**src/rtl/adxl_pkg.sv**
```systemverilog
// Shared defaults and state encoding for the accelerometer ring-buffer writer.
package adxl_pkg;

  localparam int unsigned ADDR_BITS_DEF = 10;
  localparam int unsigned CNT_BITS_DEF  = 16;

  typedef enum logic {
    ST_IDLE = 1'b0,
    ST_RUN  = 1'b1
  } state_t;

endpackage

```
**src/rtl/adxl_bufwr.sv**
```systemverilog
// Writes accelerometer bytes into a BRAM ring and commits whole xyz frames.
// A write pointer publishes only complete frames; a partial frame is dropped on overflow.
module adxl_bufwr
  import adxl_pkg::*;
#(
  parameter int unsigned ADDR_BITS = ADDR_BITS_DEF,
  parameter int unsigned CNT_BITS  = CNT_BITS_DEF
) (
  input  logic                 clk,
  input  logic                 rstn,
  input  logic [7:0]           wrdata,
  input  logic                 wr,
  input  logic                 wr16,
  input  logic                 x,
  input  logic                 mode16,
  input  logic                 clr,
  input  logic [ADDR_BITS-1:0] rd_ptr,
  output logic [ADDR_BITS-1:0] bram_addr,
  output logic [7:0]           bram_wdata,
  output logic                 bram_we,
  output logic [ADDR_BITS-1:0] wr_ptr,
  output logic [CNT_BITS-1:0]  frame_cnt,
  output logic                 overflow,
  output logic                 locked
);

  state_t               state, state_nxt;
  logic                 mode16_l, mode16_l_nxt;
  logic [ADDR_BITS-1:0] waddr, waddr_nxt;
  logic [ADDR_BITS-1:0] wr_ptr_nxt;
  logic [CNT_BITS-1:0]  frame_cnt_nxt;
  logic                 overflow_nxt;
  logic                 bram_we_nxt;
  logic [ADDR_BITS-1:0] bram_addr_nxt;
  logic [7:0]           bram_wdata_nxt;

  logic                 sel16_c;
  logic                 strobe_c;
  logic [ADDR_BITS-1:0] waddr_inc_c;
  logic                 full_c;

  // The byte-mode selection is frozen for the life of a RUN session.
  assign sel16_c     = (state == ST_RUN) ? mode16_l : mode16;
  assign strobe_c    = sel16_c ? wr16 : wr;
  assign waddr_inc_c = waddr + ADDR_BITS'(1);
  assign full_c      = (waddr_inc_c == rd_ptr);

  always_comb begin
    state_nxt      = state;
    mode16_l_nxt   = mode16_l;
    waddr_nxt      = waddr;
    wr_ptr_nxt     = wr_ptr;
    frame_cnt_nxt  = frame_cnt;
    overflow_nxt   = overflow;
    bram_we_nxt    = 1'b0;
    bram_addr_nxt  = bram_addr;
    bram_wdata_nxt = bram_wdata;

    if (clr) begin
      state_nxt     = ST_IDLE;
      waddr_nxt     = '0;
      wr_ptr_nxt    = '0;
      frame_cnt_nxt = '0;
      overflow_nxt  = 1'b0;
    end else if (strobe_c) begin
      if (state == ST_IDLE) begin
        // In IDLE waddr always equals wr_ptr, so the frame starts at wr_ptr.
        if (x) begin
          if (full_c) begin
            overflow_nxt = 1'b1;
          end else begin
            state_nxt      = ST_RUN;
            mode16_l_nxt   = mode16;
            bram_we_nxt    = 1'b1;
            bram_addr_nxt  = wr_ptr;
            bram_wdata_nxt = wrdata;
            waddr_nxt      = wr_ptr + ADDR_BITS'(1);
          end
        end
      end else begin
        if (full_c) begin
          overflow_nxt = 1'b1;
          waddr_nxt    = wr_ptr;
          state_nxt    = ST_IDLE;
        end else begin
          if (x) begin
            wr_ptr_nxt    = waddr;
            frame_cnt_nxt = frame_cnt + CNT_BITS'(1);
          end
          bram_we_nxt    = 1'b1;
          bram_addr_nxt  = waddr;
          bram_wdata_nxt = wrdata;
          waddr_nxt      = waddr_inc_c;
        end
      end
    end
  end

  always_ff @(posedge clk or negedge rstn) begin
    if (!rstn) begin
      state      <= ST_IDLE;
      mode16_l   <= 1'b0;
      waddr      <= '0;
      wr_ptr     <= '0;
      frame_cnt  <= '0;
      overflow   <= 1'b0;
      bram_we    <= 1'b0;
      bram_addr  <= '0;
      bram_wdata <= '0;
      locked     <= 1'b0;
    end else begin
      state      <= state_nxt;
      mode16_l   <= mode16_l_nxt;
      waddr      <= waddr_nxt;
      wr_ptr     <= wr_ptr_nxt;
      frame_cnt  <= frame_cnt_nxt;
      overflow   <= overflow_nxt;
      bram_we    <= bram_we_nxt;
      bram_addr  <= bram_addr_nxt;
      bram_wdata <= bram_wdata_nxt;
      locked     <= (state_nxt == ST_RUN);
    end
  end

endmodule

```
**config.mk**
```make
export PLATFORM = sky130hd
export DESIGN_NAME = adxl_bufwr
export DESIGN_NICKNAME = d
export VERILOG_FILES = /design/src/rtl/adxl_pkg.sv /design/src/rtl/adxl_bufwr.sv
export SDC_FILE = /design/constraint.sdc
export NUM_CORES = 1
export LEC_CHECK = 0
export CELL_PAD_IN_SITES_DETAIL_PLACEMENT = 0
export CELL_PAD_IN_SITES_GLOBAL_PLACEMENT = 1
export CORE_MARGIN = 2
export CORE_UTILIZATION = 35
export CTS_BUF_LIST = sky130_fd_sc_hd__clkbuf_4 sky130_fd_sc_hd__clkbuf_8
export DETAILED_ROUTE_END_ITERATION = 10
export PLACE_DENSITY = 0.82
export SYNTH_ARGS = -nofsm -noshare
export SYNTH_HDL_FRONTEND = slang
export SYNTH_SLANG_ARGS = --single-unit
export TNS_END_PERCENT = 20
```
**constraint.sdc**
```tcl
create_clock -name clk -period 2.8 [get_ports clk]
set_input_delay 0.56 -clock clk [delete_from_list [all_inputs] [get_ports clk]]
set_output_delay 0.56 -clock clk [all_outputs]
set_load 0.02 [all_outputs]
```
==> run_results.csv <==
group,metric,value,unit
status,status,"finished clean",
clock_network,cts_buffers,9,
route,detail-route-antenna-nets,0,
route,wire_per_inst,16.0,um
clock_network,clk_latency,0.33,ns
global_routing,grt_pass1_vias,2976,
clock_network,cts_buffer_depth,2,
finish,area_growth,36.2,%
worst_setup_path,timing.rr.start,"waddr[2]",
synth,ys_ff_latch,58,
timing,finalCritPeriodShare,0.953,
synth,seq_area_frac_synth,0.427,
timing,skew,0.00704,ns
floorplan,rows,35,
synth,yosysUniqueCellTypes,50,
timing,post-route-min-period,2.67,ns
floorplan,num_io_pins,72,
worst_setup_path,path_depth,11,
timing,setup_viol,0,
power_and_ir_drop,seqPwrFrac,0.424,
finish,nNetsFinal,473,
worst_setup_path,endpoint,"frame_cnt[8]",
timing,slew_violations,0,
worst_setup_path,startpoint,"waddr[2]",
finish,antenna_cells,0,
place,gp_congestion,0.812,
global_routing,overflow,0,
synth,synthCells,358,
route,routed_wirelength,9270,um
finish,drive_above_1_share,0.153,
worst_setup_path,worst-path-max-fanout,15,
floorplan,die_area,10500,sq um
clock_network,numClockSinks,58,
synth,synth_fp_nets,386,
timing,finalHoldViolations,0,
place,dp_cells,563,
route,drc,0,
power_and_ir_drop,p_clk_frac,0.342,
power_and_ir_drop,sw_frac_of_total,0.287,
worst_setup_path,crit_chain,"and4_4, nand4_4, buf_4, mux2i_1, nor4_4, buf_4, a31oi_2, buf_12, nand4_1, xor2_1, nor2_1",
worst_setup_path,slowest_delay,0.59,ns
worst_setup_path,slowest_stage,"dfrtp_1",
synth,synth_edf_count,0,
floorplan,start_util,0.364,
global_routing,grt.total_usage,0.185,
clock_network,cts_root_buffer,"clkbuf_8",
global_routing,antenna_found_initial,0,
worst_setup_path,critPathArrivalTime,2.89,ns
power_and_ir_drop,power_frac_comb,0.234,
timing,rsz0062_at_grt,"false",
power_and_ir_drop,p_int,1620,uW
worst_setup_path,r2r_slack,0.13,ns
worst_setup_path,ff2ff_path_depth,11,
global_routing,grt_max_degree,40,
timing,worst_pin_slew,0.906,ns
clock_network,h-tree-depth,3,
worst_setup_path,crit_top_cell,"buf_4",
job,cap_violations,0,
synth,ys.flop_type,"dfrtp_1",
worst_setup_path,cp_num_buf_inv,3,
worst_setup_path,reg2reg_to,"frame_cnt[8]",
clock_network,clkTransAtPathRegs,0.07,ns
worst_setup_path,path_delay_family,"simple AND/OR/NAND/NOR gates",
worst_setup_path,critical_path.startpoint_type,"register",
synth,avgSynthCellArea,9.49,sq um
worst_setup_path,required,3.02,ns
finish,nFillCells,884,
floorplan,die_h,103,um
place,io_buffers,71,
route,num_vias,2993,
place,pre_cts_ws,-0.0535,ns
clock_network,postCtsSetupBuffers,0,
floorplan,dieWidth,103,um
global_routing,grt_pass1_wl,14900,um
power_and_ir_drop,ir_worst_vdd,398,uV
power_and_ir_drop,power.leakage,0.00189,uW
route,drtIter0Drc,198,
worst_hold_path,min_path_type,"in -> async",
timing,setup_ws,0.131,ns
worst_setup_path,cp-end-kind,"register",
floorplan,fp.coreArea,9330,sq um
clock_network,cts_tree,"done",
worst_setup_path,critPathKind,"reg -> reg",
place,dpl.hpwl,6610,um
timing,timing.slew.headroom,0.396,
route,drt-pass1-iter-count,5,
synth,ys_warn_count,0,
finish,final_cells,579,
finish,fin_util,0.496,
timing,fmax,375,MHz
route,viasPerCell,5.17,
power_and_ir_drop,p_per_area,493,nW/um^2
power_and_ir_drop,p_switching,655,uW
synth,synth_area,3400,sq um
synth,async_reset_ff_frac,1.00,
[layout by cell type, fill, tap and decap left out, types with 3 or more instances in the layout]
| master | count |
|---|---|
| nor2_1 | 49 |
| inv_1 | 6 |
| a21boi_0 | 3 |
| mux2i_1 | 25 |
| clkbuf_8 | 10 |
| and3_1 | 11 |
| mux2_2 | 9 |
| nand3_1 | 10 |
| a21oi_1 | 23 |
| xor2_1 | 20 |
| nor2b_1 | 4 |
| a31oi_1 | 5 |
| a22oi_1 | 6 |
| nand4_1 | 7 |
| buf_4 | 26 |
| o21ai_0 | 12 |
| nand3b_1 | 4 |
| nand2_1 | 24 |
| o211ai_1 | 4 |
| xnor2_1 | 9 |
| or3_1 | 5 |
| o22ai_1 | 3 |
| clkdlybuf4s50_1 | 70 |
| dfrtp_1 | 58 |
| clkinv_2 | 3 |
[state kept, by name (all words and copies together) (netlist names)]
register	count
wr_ptr	10
waddr	10
bram_addr	10
bram_we	1
mode16_l	1
frame_cnt	16
overflow	1
state	1
bram_wdata	8
[how the worst min path moves through the flow]
stage / from / endpoint / slack, ns
final: rstn / frame_cnt[4] / 0.36
after global routing: rstn / frame_cnt[3] / 0.42
after CTS: rstn / frame_cnt[4] / 0.39
after detailed placement: bram_wdata[2] / bram_wdata[2] / 0.49
after global placement: bram_wdata[5] / bram_wdata[5] / 0.49
after floorplan: rstn / bram_addr[0] / 0.26
[final cells by class]
class	count	area (sq um)	area share
Clock buffer	11	145	0.0314
Clock inverter	5	53.8	0.0116
Multi-Input combinational cell	271	1850	0.400
Sequential cell	58	1450	0.314
Tap cell	129	161	0.0349
Timing Repair Buffer	99	941	0.203
Inverter	6	22.5	0.00487
[timing repair]
| action | in CTS | in global routing |
|---|---|---|
| hold endpoints to repair | 0 | 0 |
| hold buffers | 0 | 0 |
| setup endpoints to repair | 0 | 41 |
| gates resized for setup | 0 | 8 |
[power by group through the flow]
stage / clock network [uW] / registers [uW] / logic (uW)
4_1_cts: 804 / 966 / 539
3_5_place_dp: 0 / 978 / 536
2_1_floorplan: 0 / 1070 / 166
3_3_place_gp: 0 / 976 / 530
5_1_grt: 843 / 976 / 577
6_report: 779 / 966 / 534
[Yosys cell counts, types with 5 or more instances]
library cell / instances / area [sq um]
a22oi_1: 6 / 45.0
dfrtp_1: 58 / 1450
xor2_1: 20 / 175
clkbuf_1: 9 / 33.8
o21ai_0: 12 / 60.1
mux2_2: 9 / 101
inv_1: 6 / 22.5
and3_1: 11 / 68.8
mux2i_1: 25 / 250
nand2_1: 24 / 90.1
nor2_1: 50 / 188
a21oi_1: 23 / 115
nand3_1: 10 / 50.1
buf_2: 8 / 40.0
a31oi_1: 7 / 43.8
or3_1: 5 / 31.3
buf_4: 6 / 45.0
nand4_1: 7 / 43.8
xnor2_1: 9 / 78.8
[layer usage]
metal  routed length, um  vias up  track usage
met1                4360     1460        0.259
met2                4180       74        0.277
li1                    -     1450            -
met3                 591        9       0.0414
met4                 136        0       0.0759
met5                   0        -            0
[stage by stage]
stage          total power (uW)  TNS [ns]  cell area [sq um]  hold WS, ns
2_1_floorplan              1230         0               3400        0.264
3_3_place_gp               1510   -0.0559               4390        0.489
3_5_place_dp               1510    -0.290               4390        0.494
4_1_cts                    2310         0               4590        0.387
5_1_grt                    2400         0               4630        0.415
6_report                   2280         0               4630        0.356
[kinds of logic (layout without fill, tap and decap cells)]
| group | after synthesis | in the layout | synth area share |
|---|---|---|---|
| xor gates and xnor gates | 29 | 29 | 0.0748 |
| buffers and inverters | 29 | 121 | 0.0416 |
| adders and majority gates | 3 | 3 | 0.0111 |
| DFF | 58 | 58 | 0.427 |
| AOI/OAI and AO/OA | 72 | 72 | 0.136 |
| and+or+nand+nor | 132 | 132 | 0.201 |
| muxes | 35 | 35 | 0.108 |
(Power assumes the default switching activity.)
